==> src/rtl/bram_resp_fifo.sv <==
// Read-response FIFO with issue credit for the BRAM controller.
// Optional same-cycle bypass when empty: define BRAM_RESP_BYPASS_EN.
module bram_resp_fifo #(
    parameter int DATA_W = 32,
    parameter int DEPTH  = 16,
    parameter int AW     = 4,
    parameter int CW     = 5
) (
    input  logic              clk,
    input  logic              rst_n,
    input  logic              fifo_in_valid,
    input  logic [DATA_W-1:0] fifo_in_data,
    input  logic              rd_issue,
    output logic              issue_ready,
    output logic              out_valid,
    output logic [DATA_W-1:0] out_data,
    input  logic              out_ready,
    output logic [CW-1:0]     count,
    output logic [CW-1:0]     outstanding,
    output logic              overflow
);

    localparam logic [CW-1:0] DEPTH_C  = CW'(DEPTH);
    localparam logic [CW:0]   DEPTH_C1 = (CW+1)'(DEPTH);

    logic [DATA_W-1:0] mem_q [DEPTH];

    logic [AW:0]   wr_ptr_q, wr_ptr_d;
    logic [AW:0]   rd_ptr_q, rd_ptr_d;
    logic [CW-1:0] count_q, count_d;
    logic [CW-1:0] outst_q, outst_d;
    logic          overflow_q, overflow_d;

    logic          mem_pop;
    logic          space;
    logic          bypass_take;
    logic          push;
    logic          issue_ok;
    logic          ret;

    always_comb begin
        // NOTE: every always_comb output gets a default first so no path leaves it unassigned (no latch).
        mem_pop     = 1'b0;
        space       = 1'b0;
        bypass_take = 1'b0;
        push        = 1'b0;
        issue_ready = 1'b0;
        issue_ok    = 1'b0;
        ret         = 1'b0;
        wr_ptr_d    = wr_ptr_q;
        rd_ptr_d    = rd_ptr_q;
        count_d     = count_q;
        outst_d     = outst_q;
        overflow_d  = overflow_q;

        mem_pop = (count_q != '0) && out_ready;
        space   = (count_q < DEPTH_C) || mem_pop;
`ifdef BRAM_RESP_BYPASS_EN
        // An empty FIFO hands the word straight to a ready consumer; nothing is stored.
        bypass_take = (count_q == '0) && fifo_in_valid && out_ready;
`endif
        push = fifo_in_valid && space && !bypass_take;

        if (push)
            wr_ptr_d = wr_ptr_q + 1'b1;
        if (mem_pop)
            rd_ptr_d = rd_ptr_q + 1'b1;

        unique case ({push, mem_pop})
            2'b10:   count_d = count_q + 1'b1;
            2'b01:   count_d = count_q - 1'b1;
            default: count_d = count_q;
        endcase

        if (fifo_in_valid && !space)
            overflow_d = 1'b1;

        // Credit covers both stored words and words still in the BRAM pipeline.
        issue_ready = ({1'b0, count_q} + {1'b0, outst_q}) < DEPTH_C1;
        issue_ok    = rd_issue && issue_ready;
        ret         = fifo_in_valid && (outst_q != '0);

        unique case ({issue_ok, ret})
            2'b10:   outst_d = outst_q + 1'b1;
            2'b01:   outst_d = outst_q - 1'b1;
            default: outst_d = outst_q;
        endcase
    end

    // NOTE: sequential state uses non-blocking assignments so every register samples pre-edge values.
    always_ff @(posedge clk or negedge rst_n) begin
        if (!rst_n) begin
            wr_ptr_q   <= '0;
            rd_ptr_q   <= '0;
            count_q    <= '0;
            outst_q    <= '0;
            overflow_q <= 1'b0;
        end else begin
            wr_ptr_q   <= wr_ptr_d;
            rd_ptr_q   <= rd_ptr_d;
            count_q    <= count_d;
            outst_q    <= outst_d;
            overflow_q <= overflow_d;
        end
    end

    // NOTE: storage is deliberately not reset; count gates visibility, so stale contents are never observed.
    always_ff @(posedge clk) begin
        if (push)
            mem_q[wr_ptr_q[AW-1:0]] <= fifo_in_data;
    end

`ifdef BRAM_RESP_BYPASS_EN
    assign out_valid = (count_q != '0) || fifo_in_valid;
    assign out_data  = (count_q == '0) ? fifo_in_data : mem_q[rd_ptr_q[AW-1:0]];
`else
    assign out_valid = (count_q != '0);
    assign out_data  = mem_q[rd_ptr_q[AW-1:0]];
`endif

    assign count       = count_q;
    assign outstanding = outst_q;
    assign overflow    = overflow_q;

    // Credit accounting guarantees the FIFO never holds more than DEPTH words in total.
    a_count_bound : assert property (@(posedge clk) disable iff (!rst_n)
        ({1'b0, count_q} + {1'b0, outst_q}) <= DEPTH_C1);
    a_overflow_sticky : assert property (@(posedge clk) disable iff (!rst_n)
        overflow_q |=> overflow_q);

endmodule

==> config.mk <==
export PLATFORM = sky130hd
export DESIGN_NAME = bram_resp_fifo
export DESIGN_NICKNAME = d
export VERILOG_FILES = /design/src/rtl/bram_resp_fifo.sv
export SDC_FILE = /design/constraint.sdc
export NUM_CORES = 1
export LEC_CHECK = 0
export CAP_MARGIN = 20
export CORE_UTILIZATION = 60
export CTS_CLUSTER_DIAMETER = 150
export DETAILED_ROUTE_END_ITERATION = 16
export HOLD_SLACK_MARGIN = 0.1
export PLACE_DENSITY = 0.79
export SLEW_MARGIN = 5
export SYNTH_ARGS = -nofsm -noshare
export SYNTH_HDL_FRONTEND = slang
export SYNTH_SLANG_ARGS = --single-unit
==> constraint.sdc <==
create_clock -name clk -period 9.3 [get_ports clk]
set_input_delay 1.86 -clock clk [delete_from_list [all_inputs] [get_ports clk]]
set_output_delay 1.86 -clock clk [all_outputs]
set_load 0.01 [all_outputs]
==> flow_metrics.py <==
metrics = {
    "sta": {
        "finalHoldViolCount": 0,
        "worst_pin_slew_ps": 1100,
        "grt_setup_unrepaired": "false",
        "setup_viol": 0,
        "fmax_mhz": 172,
        "min_period_ps": 5810,
        "slew_violations": 0,
        "setup-tns-final_ps": 0,
        "clock_skew_ps": 13.1,
        "fin_crit_sh_pct": 62.4,
        "max-slew-margin-rel_pct": 26.8,
        "fin_hold_ws_ps": 481,
    },
    "floorplan": {
        "start_util_pct": 61.0,
        "row_count": 67,
        "ios": 82,
        "die_w_um": 187,
        "die_h_um": 187,
        "dieArea_sq_mm": 0.0348,
        "core-area_sq_mm": 0.0335,
    },
    "worst_setup_path": {
        "endpoint": "out_data[26]",
        "setup.worst_path.start": "rd_ptr_q[0]$_DFFE_PN0P_",
        "rr_worst_depth": 11,
        "ff2ff_setup_slack_ps": 5930,
        "arrival_ps": 3950,
        "critPathRequiredTime_ps": 7440,
        "startpoint_type": "flop",
        "rr_endpoint": "outstanding[4]$_DFFE_PN0P_",
        "crit_type": "reg2out",
        "endpoint_kind": "primary output",
        "worstReg2RegStart": "count[1]$_DFFE_PN0P_",
        "crit_fanout": 48,
    },
    "clock_tree": {
        "cts_hold_buffers": 0,
        "cts_made_buffers": 51,
        "path_clk_slew_ps": 60,
        "clock_path_buffers": 3,
        "cts_tree": "built",
        "ctsRootBufferMaster": "clkbuf_16",
        "post_cts_buffers": 0,
        "cts_sinks": 531,
        "insertion_delay_ps": 580,
        "cts_htree_levels": 2,
        "cts_resized": 0,
    },
    "grt": {
        "grt_antenna_before_repair": 2,
        "grt-ovfl-total": 0,
        "grt_max_degree": 69,
        "grt_pass1_wl_um": 65400,
        "track_usage_pct": 25.9,
        "grt_pass1_vias": 10394,
    },
    "power": {
        "power_density_mw_per_mm2": 313,
        "p_total_mw": 7.40,
        "leakage_nw": 7.61,
        "ir_worst_vdd_mv": 0.221,
    },
    "final_layout": {
        "multi_input_area_sq_mm": 0.00443,
        "areaGrowthSynthToFinish_pct": 15.7,
        "drive_above_1_share_pct": 23.2,
        "instances_no_fill": 1530,
        "antenna_cells": 0,
        "regArea_sq_mm": 0.0159,
        "fin_area_sq_mm": 0.0237,
        "nNetsFinal": 1098,
        "fillers": 1961,
    },
    "synth": {
        "avgSynthCellArea_sq_um": 22.0,
        "synthArstFlopShare_pct": 3.58,
        "synth_common_cells": "edfxtp_1, mux4_2, a22oi_1, nand2_1, clkbuf_1",
        "synth_nets": 986,
        "synth-seq-cells": 531,
        "yosysWarnings": 0,
        "yosys.area.top_type": "edfxtp_1",
        "synth_top_area_share_pct": 75.2,
        "synth-main-ff-cell": "edfxtp_1",
        "syn_inst": 930,
        "synth_most_common_cell": "edfxtp_1",
        "synth.cell_area_sq_mm": 0.0204,
        "synth_edf_count": 512,
        "synth.distinct_cells": 36,
        "netlist_top_cells_area": "edfxtp_1, mux4_2, a22oi_1",
        "ys_seq_area_share_pct": 77.5,
    },
    "route": {
        "via_count": 9865,
        "ant_nets": 0,
        "drt_wl_total_um": 43700,
        "dr.first_iter.drc_count": 1110,
        "drc_errors": 0,
        "firstDrtPassIters": 5,
        "wl_per_cell_um": 28.6,
        "via_per_inst": 6.45,
    },
    "hold_path": {
        "hold_path.class": "reg2reg",
    },
    "placed_design": {
        "portBuffers": 81,
        "dpl-instance-area_sq_mm": 0.0219,
        "dp_cells": 1435,
        "routabilityCongestion": 0.767,
        "post-dp-hpwl_um": 21700,
    },
    "job": {
        "cap_viol_max_count": 0,
    },
    "outcome": {
        "status": "complete, no violations",
    },
}
==> per-stage QoR <==
| step | worst slack [ps] | utilization (%) |
|---|---|---|
| final | 3490 | 70.5 |
| after global routing | 3290 | 70.5 |
| after CTS | 3440 | 70.4 |
| after detailed placement | 4080 | 65.3 |
| after global placement | 4110 | 65.3 |
| after floorplan | 4120 | - |
==> state kept, by name, indices dropped and copies added, names as in the netlist <==
signal	flops
mem_q	512
count	5
overflow	1
wr_ptr_q	4
rd_ptr_q	4
outstanding	5
==> cells by family after synthesis <==
| group | Yosys count | synth area share, % |
|---|---|---|
| simple gates | 85 | 1.77 |
| flops | 531 | 77.5 |
| compound gates | 92 | 3.30 |
| buf+inv | 61 | 1.44 |
| mux | 130 | 14.2 |
| fa+ha+maj | 19 | 1.24 |
| xor+xnor | 12 | 0.514 |
==> area by class of cell <==
type	instances	share of cell area, %
inverter	12	0.190
multi-input combinational	338	18.7
clock buffer	69	5.81
sequential	531	67.0
timing repair buffer	108	4.40
clock inverter	24	1.44
tap	448	2.37
==> where the power goes <==
part / internal [mW] / total [mW] / switching, mW
clock: 1.24 / 2.11 / 0.866
combinational: 1.10 / 2.21 / 1.11
sequential: 2.87 / 3.08 / 0.214
==> worst min path at each step <==
stage	from	to	cells after the start
after global placement	overflow$_DFFE_PN0P_	overflow$_DFFE_PN0P_	1
after detailed placement	overflow$_DFFE_PN0P_	overflow$_DFFE_PN0P_	1
after floorplan	rd_ptr_q[3]$_DFFE_PN0P_	rd_ptr_q[3]$_DFFE_PN0P_	1
final	overflow$_DFFE_PN0P_	overflow$_DFFE_PN0P_	1
after CTS	overflow$_DFFE_PN0P_	overflow$_DFFE_PN0P_	1
after global routing	overflow$_DFFE_PN0P_	overflow$_DFFE_PN0P_	1
==> layout by cell type (no fill, tap or decap), drive strengths merged, types with 2 or more instances in the layout <==
cell type and n:
a21o 3, a21oi 3, a22oi 64, and2 2, buf 27, bufinv 7, clkbuf 69, clkdlybuf4s50 81
clkinv 13, clkinvlp 3, dfrtp 19, edfxtp 512, fa 2, ha 17, inv 13, mux4 128
nand2 48, nand2b 3, nand4 2, nor2 16, nor2b 4, nor3 7, o211ai 2, o21a 2
o21ai 8, o311ai 4, o31a 2, or3 2, xnor2 7, xor2 5
==> critical path, cell delays in order (launching register included) <==
cell	delay [ps]
dfrtp_4	840
buf_4	850
mux4_2	610
a22oi_1	280
nand2_1	190
clkdlybuf4s50_1	520
==> routing by layer <==
layer  GRT usage [%]  part of all wire (%)  vias to the layer above
met5               0                 0.062                        -
met4            8.95                   2.9                        4
met1            35.0                    38                     5127
met3            5.27                   8.6                      101
met2            42.9                    51                      513
li1                -                     -                     4120
No activity file was read; power rests on OpenSTA's default activity.
